**config.mk**
```make
export PLATFORM = sky130hd
export DESIGN_NAME = frame_stream_packetizer
export DESIGN_NICKNAME = d
export VERILOG_FILES = /design/src/rtl/frame_stream_packetizer.sv
export SDC_FILE = /design/constraint.sdc
export NUM_CORES = 1
export LEC_CHECK = 0
export CORE_ASPECT_RATIO = 1.75
export CORE_UTILIZATION = 45
export DETAILED_ROUTE_END_ITERATION = 10
export GPL_TIMING_DRIVEN = 0
export SYNTH_ARGS = -nofsm -noshare
export SYNTH_HDL_FRONTEND = slang
export SYNTH_SLANG_ARGS = --single-unit
```
**constraint.sdc**
```tcl
create_clock -name clk -period 10.2 [get_ports clk]
set_clock_uncertainty 0.2 [all_clocks]
set_input_delay 1.02 -clock clk [delete_from_list [all_inputs] [get_ports clk]]
set_output_delay 1.02 -clock clk [all_outputs]
set_load 0.01 [all_outputs]
```
**src/rtl/frame_stream_packetizer.sv**
```systemverilog
// Frame-length enforcing packetizer in front of the VGA stream port.
// Pixels are tagged {eop,sop,data}, padded or trimmed to H_RES*V_RES, and buffered in a small FIFO.
module frame_stream_packetizer #(
    parameter int          H_RES      = 640,
    parameter int          V_RES      = 480,
    parameter int          FIFO_DEPTH = 16,
    parameter logic [11:0] PAD_COLOR  = 12'h000
) (
    input  logic        clk,
    input  logic        reset,
    input  logic [11:0] pix_in,
    input  logic        pix_in_valid,
    input  logic        pix_in_sof,
    output logic        pix_in_ready,
    output logic [11:0] out_data,
    output logic        out_sop,
    output logic        out_eop,
    output logic        out_valid,
    input  logic        out_ready,
    output logic        err_short,
    output logic        err_long,
    output logic [15:0] frame_count,
    output logic [1:0]  dbg_state
);
    localparam int              FRAME_PIX = H_RES * V_RES;
    localparam int              CW        = $clog2(FRAME_PIX);
    localparam int              AW        = $clog2(FIFO_DEPTH);
    localparam logic [CW-1:0]   LAST_CNT  = CW'(FRAME_PIX - 1);
    localparam logic [AW:0]     FULL_LVL  = (AW+1)'(FIFO_DEPTH);

    typedef enum logic [1:0] {SEEK = 2'd0, STREAM = 2'd1, PAD = 2'd2} state_t;

    state_t        r_state;
    state_t        w_next_state;
    logic [CW-1:0] r_in_cnt;
    logic [13:0]   r_mem [FIFO_DEPTH];
    logic [AW-1:0] r_wr_ptr;
    logic [AW-1:0] r_rd_ptr;
    logic [AW:0]   r_level;
    logic [15:0]   r_frame_count;
    logic          r_err_short;
    logic          r_err_long;

    logic          w_full;
    logic          w_empty;
    logic          w_short_det;
    logic          w_accept;
    logic          w_push;
    logic          w_pop;
    logic [11:0]   w_push_data;
    logic          w_push_sop;
    logic          w_push_eop;
    logic          w_set_short;
    logic          w_set_long;

    assign w_full      = (r_level == FULL_LVL);
    assign w_empty     = (r_level == '0);
    assign w_short_det = (r_state == STREAM) && pix_in_valid && pix_in_sof && (r_in_cnt != '0);

    // Both ports use plain valid/ready: a beat transfers on the rising edge where valid && ready.
    // A new sof arriving mid-frame is held off (ready low) until padding completes the frame.
    assign pix_in_ready = !reset && !w_full && !w_short_det &&
                          ((r_state == SEEK) || (r_state == STREAM));
    assign w_accept     = pix_in_valid && pix_in_ready;

    assign w_push_sop = (r_in_cnt == '0);
    assign w_push_eop = (r_in_cnt == LAST_CNT);

    always_comb begin
        w_next_state = r_state;
        w_push       = 1'b0;
        w_push_data  = pix_in;
        w_set_short  = 1'b0;
        w_set_long   = 1'b0;
        case (r_state)
            SEEK: begin
                if (w_accept && pix_in_sof) begin
                    w_push       = 1'b1;
                    w_next_state = STREAM;
                end
            end
            STREAM: begin
                if (w_short_det) begin
                    // The detection cycle already emits the first pad pixel.
                    w_set_short = 1'b1;
                    w_push_data = PAD_COLOR;
                    if (!w_full) begin
                        w_push       = 1'b1;
                        w_next_state = w_push_eop ? STREAM : PAD;
                    end else begin
                        w_next_state = PAD;
                    end
                end else if (w_accept) begin
                    if (pix_in_sof || (r_in_cnt != '0)) begin
                        w_push = 1'b1;
                    end else begin
                        w_set_long   = 1'b1;
                        w_next_state = SEEK;
                    end
                end
            end
            PAD: begin
                w_push_data = PAD_COLOR;
                if (!w_full) begin
                    w_push = 1'b1;
                    if (w_push_eop) begin
                        w_next_state = STREAM;
                    end
                end
            end
            default: w_next_state = SEEK;
        endcase
    end

    assign w_pop = !w_empty && out_ready;

    always_ff @(posedge clk or posedge reset) begin
        if (reset) begin
            r_state <= SEEK;
        end else begin
            r_state <= w_next_state;
        end
    end

    always_ff @(posedge clk or posedge reset) begin
        if (reset) begin
            r_in_cnt    <= '0;
            r_err_short <= 1'b0;
            r_err_long  <= 1'b0;
        end else begin
            r_err_short <= w_set_short;
            r_err_long  <= w_set_long;
            if (w_push) begin
                r_in_cnt <= w_push_eop ? '0 : r_in_cnt + 1'b1;
            end
        end
    end

    always_ff @(posedge clk or posedge reset) begin
        if (reset) begin
            for (int i = 0; i < FIFO_DEPTH; i++) begin
                r_mem[i] <= '0;
            end
            r_wr_ptr      <= '0;
            r_rd_ptr      <= '0;
            r_level       <= '0;
            r_frame_count <= '0;
        end else begin
            if (w_push) begin
                r_mem[r_wr_ptr] <= {w_push_eop, w_push_sop, w_push_data};
                r_wr_ptr        <= r_wr_ptr + 1'b1;
            end
            if (w_pop) begin
                r_rd_ptr <= r_rd_ptr + 1'b1;
                if (r_mem[r_rd_ptr][13]) begin
                    r_frame_count <= r_frame_count + 16'd1;
                end
            end
            case ({w_push, w_pop})
                2'b10:   r_level <= r_level + 1'b1;
                2'b01:   r_level <= r_level - 1'b1;
                default: r_level <= r_level;
            endcase
        end
    end

    assign {out_eop, out_sop, out_data} = r_mem[r_rd_ptr];
    assign out_valid   = !w_empty;
    assign err_short   = r_err_short;
    assign err_long    = r_err_long;
    assign frame_count = r_frame_count;
    assign dbg_state   = r_state;

endmodule

```
==> flow_summary.json, run 1 <==
{
  "vias": 7636,
  "seq_area_frac_synth_pct": 52.2,
  "critPathTopFamily": "buffers and inverters",
  "post-dp-hpwl_um": 21400,
  "dp.cells": 1314,
  "synth_most_common_cell": "dfrtp_1",
  "cts_setup_buffers": 0,
  "die-area_um2": 30100,
  "drtIter0Drc": 294,
  "crit_path_end_kind": "output port",
  "finalSetupViolCount": 0,
  "synth_ff_type": "dfrtp_1",
  "die_y_um": 229,
  "synth_nets": 918,
  "multi_input_area_um2": 5930,
  "pin_count": 53,
  "tns_ps": 0,
  "rsz0062_at_grt": "false",
  "final_area_um2": 15200,
  "fin_ws_ps": 5170,
  "post_drt_wl_per_cell_um": 21.8,
  "max_stage_delay_ps": 830,
  "ys_async_sr_fraction_pct": 100,
  "cts_htree_levels": 1,
  "grt_pass1_wl_um": 48700,
  "min_period_over_period_pct": 49.3,
  "grt-ovfl-total": 0,
  "leakagePower_nw": 6.73,
  "hold_buffers": 0,
  "powerDensity_nw_per_um2": 288,
  "root_buffer": "clkbuf_16",
  "syn_area_per_cell_um2": 15.0,
  "power_mw": 4.38,
  "clk_pin_slew_ps": 70,
  "rows": 82,
  "fin_cells": 1364,
  "drive_gt1_share_pct": 40.5,
  "drv_slew": 0,
  "synth_edf_count": 0,
  "outcome": "completed",
  "layout_min_cycle_time_ps": 5030,
  "fin_util_pct": 53.0,
  "core_area_um2": 28700,
  "initial_utilization_pct": 46.0,
  "synth_largest_area_cell": "dfrtp_1",
  "critPathBufInv": 3,
  "layout.nets": 1000,
  "synth_cell_types": 55,
  "n_antenna_cell": 0,
  "synthCells": 883,
  "drv_cap": 0,
  "worst_setup_path_start_kind": "register",
  "gp_congestion": 0.795,
  "nFillCells": 2495,
  "grt_max_degree": 104,
  "placed_cell_area_um2": 14300,
  "crit_arrival_ps": 3810,
  "cp_common_cell": "mux4_2",
  "antenna_found_initial": 0,
  "dieWidth_um": 132,
  "hp-class": "register to register",
  "maxSlewHeadroom_pct": 22.0,
  "crit_chain": "buf_2 -> buf_1 -> mux4_2 -> mux4_2 -> clkdlybuf4s50_1",
  "hold_viol": 0,
  "cts_tree": "built",
  "clk-insertion-delay-late_ps": 550,
  "dr.pass1.iters": 4,
  "cts_buffers": 27,
  "place_ws_ps": 5220,
  "avgViaCountPerCell": 5.60,
  "ys_top_cells_by_area": "dfrtp_1 (52%), mux2_2 (19%), mux4_2 (12%)",
  "yosys-top-cells-count": "dfrtp_1 (276), mux2_2 (227), mux4_2 (69), nand2_1 (32), xnor2_1 (25)",
  "postRouteAntennaNets": 0,
  "timing.fmax_mhz": 199,
  "peakVddDrop_mv": 0.152,
  "crit_type": "register to output port",
  "synth_top_area_share_pct": 52.2,
  "drc": 0,
  "cp_max_fo": 10,
  "finalWirelength_um": 29700,
  "seq_area_um2": 6910,
  "numPortBuffers": 51,
  "slowest_stage": "buf_1",
  "whs_ps": 271,
  "cts-resized-gates": 0,
  "yosys_warnings": 0,
  "grt_pass1_vias": 8427,
  "tightest_slew_ps": 1160,
  "cts_sinks": 276,
  "grtUsageTotal_pct": 20.8,
  "syn_area_um2": 13200,
  "required_ps": 8980,
  "area_growth_syn_to_layout_pct": 15.2,
  "synth-seq-cells": 276,
  "clockBufferDepth": 3
}
==> sequential cells by signal, summed over array words and instances, names as in the netlist <==
register     cells
frame_count     16
r_in_cnt        19
err_short        1
r_wr_ptr         4
r_mem          224
r_rd_ptr         4
err_long         1
dbg_state        2
r_level          5
==> power by group <==
group | internal, mW | total (mW) | switching (mW)
registers | 1.44 | 1.63 | 0.195
logic | 0.868 | 1.67 | 0.806
clock network | 0.638 | 1.08 | 0.440
==> cells by family (layout without fill, tap and decap cells) <==
| kind of cell | after synthesis | after routing | synth area share, % |
|---|---|---|---|
| AOI/OAI and AO/OA | 74 | 74 | 4.69 |
| xor gates and xnor gates | 33 | 33 | 2.19 |
| adders and majority gates | 18 | 18 | 1.76 |
| buffers and inverters | 66 | 169 | 2.89 |
| DFF | 276 | 276 | 52.2 |
| muxes | 302 | 302 | 31.7 |
| and+or+nand+nor | 114 | 114 | 4.57 |
==> worst paths after layout <==
check / from / end / slack, ps / cells after the start
max: r_rd_ptr[0]$_DFFE_PP0P_ / out_data[9] / 5170 / 5
min: frame_count[15]$_DFFE_PP0P_ / frame_count[15]$_DFFE_PP0P_ / 270 / 1
max reg2reg: r_level[2]$_DFFE_PP0P_ / r_level[4]$_DFFE_PP0P_ / 6010 / 11
min reg2reg: frame_count[15]$_DFFE_PP0P_ / frame_count[15]$_DFFE_PP0P_ / 270 / 1
max in group asynchronous: reset / r_mem[44]$_DFFE_PP0P_ / 7990 / 3
min in group asynchronous: reset / err_long$_DFF_PP0_ / 870 / 2
==> routing by layer <==
layer  vias up  wire length, um  global-route usage (%)
met1      4028            11900                    25.2
met5         -                0                       0
met2       119            16400                    38.6
met3        38              761                    2.37
met4         0              626                    5.92
li1       3451                -                       -
==> layout by cell type, fill, tap and decap left out, types with 6 or more instances in the layout <==
| cell | netlist | routed |
|---|---|---|
| mux2_2 | 227 | 227 |
| nor4_1 | 7 | 7 |
| clkinv_2 | 0 | 7 |
| buf_6 | 17 | 17 |
| ha_1 | 17 | 17 |
| nor2_1 | 10 | 10 |
| nand3_1 | 13 | 13 |
| nand2_1 | 32 | 32 |
| dfrtp_1 | 276 | 276 |
| a21oi_1 | 6 | 6 |
| mux4_2 | 69 | 69 |
| xnor2_1 | 25 | 25 |
| xor2_1 | 8 | 8 |
| and3_1 | 8 | 8 |
| nor2b_1 | 13 | 13 |
| nand4_1 | 10 | 10 |
| inv_1 | 10 | 9 |
| o21ai_0 | 9 | 9 |
| a21oi_2 | 16 | 16 |
| clkbuf_8 | 0 | 7 |
| clkbuf_1 | 24 | 24 |
| clkbuf_16 | 0 | 27 |
| clkdlybuf4s50_1 | 0 | 51 |
| buf_1 | 10 | 10 |
==> layout make-up <==
type,instances,share of cell area [%]
clock buffer,34,5.07
timing repair buffer,53,3.71
buffer,56,2.26
sequential,276,45.3
multi-input combinational,541,38.9
clock inverter,16,1.27
inverter,10,0.296
tap,378,3.10
Power figures use the tool's default switching activity.
==> run 2: changes to the inputs <==
- clock period: 10.2 -> 5.17 ns (I/O delays scaled with it)
==> run 2 against run 1 <==
Compared with the run above: via count is 0.75% higher; total power grew 98%; non-clock buffer count rose by 5; routed wire length increased by 0.81%; combinational power increased by 100%; sequential share of layout area fell by 0.56 points; design area is 1.2% higher; setup slack worse by 4500 ps; first-iteration DRC count increased by 12%; global-route usage increased by 0.29 points; sequential cell count did not move.
==> flow_summary.json, run 2 (synthesis gave the netlist of run 1 again) <==
{
  "drtIter0Drc": 330,
  "drv_cap": 0,
  "drive_gt1_share_pct": 40.7,
  "max_stage_delay_ps": 830,
  "clk-insertion-delay-late_ps": 540,
  "reg2reg_from": "r_level[2]$_DFFE_PP0P_",
  "grt_pass1_vias": 8569,
  "cts-resized-gates": 0,
  "slowest_stage": "buf_1",
  "pin_count": 53,
  "cts_sinks": 276,
  "min_period_over_period_pct": 87.9,
  "fin_cells": 1367,
  "area_growth_syn_to_layout_pct": 16.6,
  "r2r-end": "r_level[4]$_DFFE_PP0P_",
  "gr-usage-met2_pct": 38.9,
  "cts_buffers": 27,
  "mostFrequentLayoutCells": "dfrtp_1 (276), mux2_2 (227), mux4_2 (69)",
  "hold_buffers": 0,
  "root_buffer": "clkbuf_16",
  "clk_pin_slew_ps": 70,
  "grt-ovfl-total": 0,
  "hp-class": "input port to register",
  "grt_pass1_wl_um": 49200,
  "crit_start": "r_rd_ptr[0]$_DFFE_PP0P_",
  "antenna_found_initial": 0,
  "required_ps": 4450,
  "post-dp-hpwl_um": 22200,
  "critPathCapture": "out_data[8]",
  "gp_congestion": 0.832,
  "cp_max_fo": 10,
  "cts_setup_buffers": 0,
  "cp_common_cell": "mux4_2",
  "drv_slew": 0,
  "reg2reg_depth": 11,
  "vias": 7693,
  "avgViaCountPerCell": 5.63,
  "reg2reg_slack_ps": 1300,
  "crit_chain": "buf_2 -> buf_1 -> mux4_2 -> mux4_2 -> clkdlybuf4s50_1",
  "layout_min_cycle_time_ps": 4540,
  "drc": 0,
  "maxSlewHeadroom_pct": 12.4,
  "peakVddDrop_mv": 0.280,
  "leakagePower_nw": 6.74,
  "tightest_slew_ps": 1310,
  "post_drt_wl_per_cell_um": 21.9,
  "finalSetupViolCount": 0,
  "rows": 82,
  "crit_path_end_kind": "output port",
  "cts_tree": "built",
  "met3_usage_pct": 2.22,
  "finalWirelength_um": 29900,
  "clockBufferDepth": 3,
  "n_antenna_cell": 0,
  "grt_busiest_layer": "met2",
  "grt_max_degree": 43,
  "postRouteAntennaNets": 0,
  "rsz0062_at_grt": "false",
  "largest_reg_flops": 224,
  "fin_util_pct": 53.7,
  "layout.nets": 1005,
  "grtUsageMet1_pct": 25.4,
  "tns_ps": 0,
  "dieWidth_um": 132,
  "nFillCells": 2388,
  "timing.fmax_mhz": 220,
  "outcome": "completed",
  "core_area_um2": 28700,
  "die-area_um2": 30100,
  "final_common_cell": "dfrtp_1",
  "crit_arrival_ps": 3830,
  "grtUsageTotal_pct": 21.1,
  "largest-register": "r_mem",
  "numPortBuffers": 51,
  "dp.cells": 1319,
  "cts_htree_levels": 1,
  "hold_viol": 0,
  "initial_utilization_pct": 46.0,
  "crit_type": "register to output port",
  "worst_setup_path_start_kind": "register",
  "die_y_um": 229,
  "powerDensity_nw_per_um2": 562,
  "dr.pass1.iters": 4
}
-- run 2: worst min-delay path by stage --
stage                                            from                           to  slack, ps  depth (start not counted)
final                                      pix_in_sof           err_long$_DFF_PP0_        170                          2
after detailed placement  frame_count[15]$_DFFE_PP0P_  frame_count[15]$_DFFE_PP0P_        270                          1
after CTS                                  pix_in_sof           err_long$_DFF_PP0_        140                          2
after global routing                       pix_in_sof           err_long$_DFF_PP0_        200                          2
after floorplan              r_in_cnt[17]$_DFFE_PP0P_     r_in_cnt[17]$_DFFE_PP0P_        260                          1
after global placement    frame_count[15]$_DFFE_PP0P_  frame_count[15]$_DFFE_PP0P_        270                          1
-- run 2: final cells by class --
type                            instances  area (um^2)  share of cell area, %
Buffer                                 56          354                   2.30
Tap cell                              378          473                   3.07
Inverter                               10         41.3                  0.268
Clock inverter                         11          143                  0.925
Multi-Input combinational cell        541         6100                   39.6
Clock buffer                           37          753                   4.88
Sequential cell                       276         6910                   44.8
Timing Repair Buffer                   58          651                   4.22
-- run 2: routing by layer --
layer / vias to the layer above / wire (um)
li1: 3463 / -
met1: 4060 / 11900
met2: 128 / 16400
met3: 42 / 831
met4: 0 / 831
met5: - / 0
-- run 2: per-stage QoR --
| stage | setup WS (ps) | area, um^2 | hold WS (ps) | total power, mW |
|---|---|---|---|---|
| 2_1_floorplan | -1900 | 13400 | 264 | 5.64 |
| 3_3_place_gp | -4720 | 14400 | 266 | 6.65 |
| 3_5_place_dp | 877 | 14500 | 271 | 6.74 |
| 4_1_cts | 498 | 15400 | 138 | 8.79 |
| 5_1_grt | 401 | 15400 | 204 | 9.16 |
| 6_report | 628 | 15400 | 174 | 8.66 |
-- run 2: worst max-delay path: cells and delay by family (launching register included) --
family	cells	cell delay, ps
buffers and inverters	3	1680
flip-flops	1	400
multiplexers	2	1200
-- run 2: power breakdown --
| group | switching (mW) | internal, mW | total (mW) | leakage [nW] |
|---|---|---|---|---|
| Clock | 0.851 | 1.17 | 2.02 | 0.435 |
| Combinational | 1.65 | 1.77 | 3.41 | 2.64 |
| Sequential | 0.390 | 2.84 | 3.23 | 3.66 |
==> run 3: changes to the inputs <==
- CORE_MARGIN: not set -> 10
==> run 3 against run 2 <==
Compared with the run above: fmax fell by 2.3%; worst hold slack improved by 13 ps; setup slack got worse by 110 ps; total power barely moved; routed wire length rose by 5.2%; first-iteration DRC count fell by 7.9%; via count barely moved; critical path depth did not move; core utilization fell by 0.81 points; final cell count rose by 0.37%; global-route usage fell by 3.6 points; sequential share of layout area barely moved; critical endpoint is now out_data[9].
==> flow_summary.json, run 3 (synthesis gave the netlist of run 1 again) <==
{
  "peakVddDrop_mv": 0.299,
  "crit_arrival_ps": 3930,
  "area_growth_syn_to_layout_pct": 16.7,
  "largest-register": "r_mem",
  "crit_type": "register to output port",
  "seq_power_share_pct": 37.2,
  "place_ws_ps": 509,
  "whs_ps": 187,
  "initial_utilization_pct": 45.3,
  "tns_ps": 0,
  "mostFrequentLayoutCells": "dfrtp_1 (276), mux2_2 (227), mux4_2 (69)",
  "drv_slew": 0,
  "power.switching_fraction_pct": 33.5,
  "post-dp-hpwl_um": 23000,
  "leakagePower_nw": 6.75,
  "pin_count": 53,
  "cts_htree_levels": 1,
  "hold_buffers": 0,
  "clk-insertion-delay-late_ps": 550,
  "finalWirelength_um": 31500,
  "vias": 7686,
  "antenna_found_initial": 0,
  "clockBufferDepth": 3,
  "grt_pass1_wl_um": 50000,
  "cts_setup_buffers": 0,
  "core_area_um2": 29200,
  "cts-resized-gates": 0,
  "layout.nets": 1006,
  "drc": 0,
  "finalSetupViolCount": 0,
  "p_comb_share_pct": 39.6,
  "switchingPower_mw": 2.90,
  "rsz0062_at_grt": "false",
  "crit_path_end_kind": "output port",
  "cp_max_fo": 10,
  "largest_reg_flops": 224,
  "grtUsageTotal_pct": 17.5,
  "fin_ws_ps": 521,
  "root_buffer": "clkbuf_16",
  "p_int_mw": 5.77,
  "layout_min_cycle_time_ps": 4650,
  "postRouteAntennaNets": 0,
  "numPortBuffers": 51,
  "die_y_um": 247,
  "cts_sinks": 276,
  "avgViaCountPerCell": 5.60,
  "grt-ovfl-total": 0,
  "required_ps": 4450,
  "grt_pass1_vias": 8476,
  "dr.pass1.iters": 4,
  "hp-class": "input port to register",
  "maxSlewHeadroom_pct": 12.9,
  "min_period_over_period_pct": 89.9,
  "die-area_um2": 36900,
  "grt_max_degree": 43,
  "p_clk_share_pct": 23.2,
  "outcome": "completed",
  "gp_congestion": 0.853,
  "rows": 83,
  "timing.fmax_mhz": 215,
  "clk_pin_slew_ps": 60,
  "powerDensity_nw_per_um2": 562,
  "worst_setup_path_start_kind": "register",
  "fin_util_pct": 52.9,
  "cts_tree": "built",
  "dieWidth_um": 150,
  "hold_viol": 0,
  "final_common_cell": "dfrtp_1",
  "drv_cap": 0,
  "n_antenna_cell": 0,
  "cts_buffers": 28,
  "drtIter0Drc": 304,
  "drive_gt1_share_pct": 40.8,
  "tightest_slew_ps": 1310,
  "post_drt_wl_per_cell_um": 23.0
}
run 3: area by class of cell:
class                   instances  area (um^2)
fillers                      2437        13800
multi-input cells             541         6100
plain buffers                  56          354
inverters                      10         41.3
clock buffers                  38          790
flip-flops and latches        276         6910
well taps                     382          478
repair buffers                 58          651
clock inverters                11          108
run 3: critical path, stage by stage (launching register included):
cell	delay [ps]
dfrtp_1	380
buf_2	330
buf_1	960
mux4_2	670
mux4_2	510
clkdlybuf4s50_1	500
run 3: stage by stage:
step / area, um^2 / instances / power (mW)
5_1_grt: 15400 / 1372 / 9.20
2_1_floorplan: 13400 / 883 / 5.64
4_1_cts: 15400 / 1372 / 8.80
3_3_place_gp: 14400 / 1316 / 6.67
3_5_place_dp: 14500 / 1323 / 6.76
6_report: 15400 / 1372 / 8.67
run 3: final timing paths:
kind,from,endpoint,cells past startpoint,slack (ps)
worst max register to register,r_level[2]$_DFFE_PP0P_,r_level[4]$_DFFE_PP0P_,11,1120
max in group asynchronous,reset,r_mem[23]$_DFFE_PP0P_,5,3340
min in group asynchronous,reset,r_mem[215]$_DFFE_PP0P_,2,340
worst max-delay path,r_rd_ptr[0]$_DFFE_PP0P_,out_data[9],5,520
worst min register to register,frame_count[15]$_DFFE_PP0P_,frame_count[15]$_DFFE_PP0P_,1,280
worst min-delay path,pix_in_sof,err_long$_DFF_PP0_,2,190
run 3: layer usage:
layer  GRT usage, %  share of wire, %  vias up
li1               -                 -     3471
met1           20.0                39     4046
met2           32.3                55      123
met3           2.47               3.4       46
met4           5.97               2.7        0
met5              0                 0        -
run 3: power groups by stage:
stage | registers (mW) | logic (mW) | clock network (mW)
floorplan | 3.14 | 2.50 | 0
global placement | 3.25 | 3.42 | 0
detailed placement | 3.26 | 3.50 | 0
CTS | 3.23 | 3.50 | 2.07
global route | 3.32 | 3.72 | 2.16
finish | 3.23 | 3.43 | 2.01
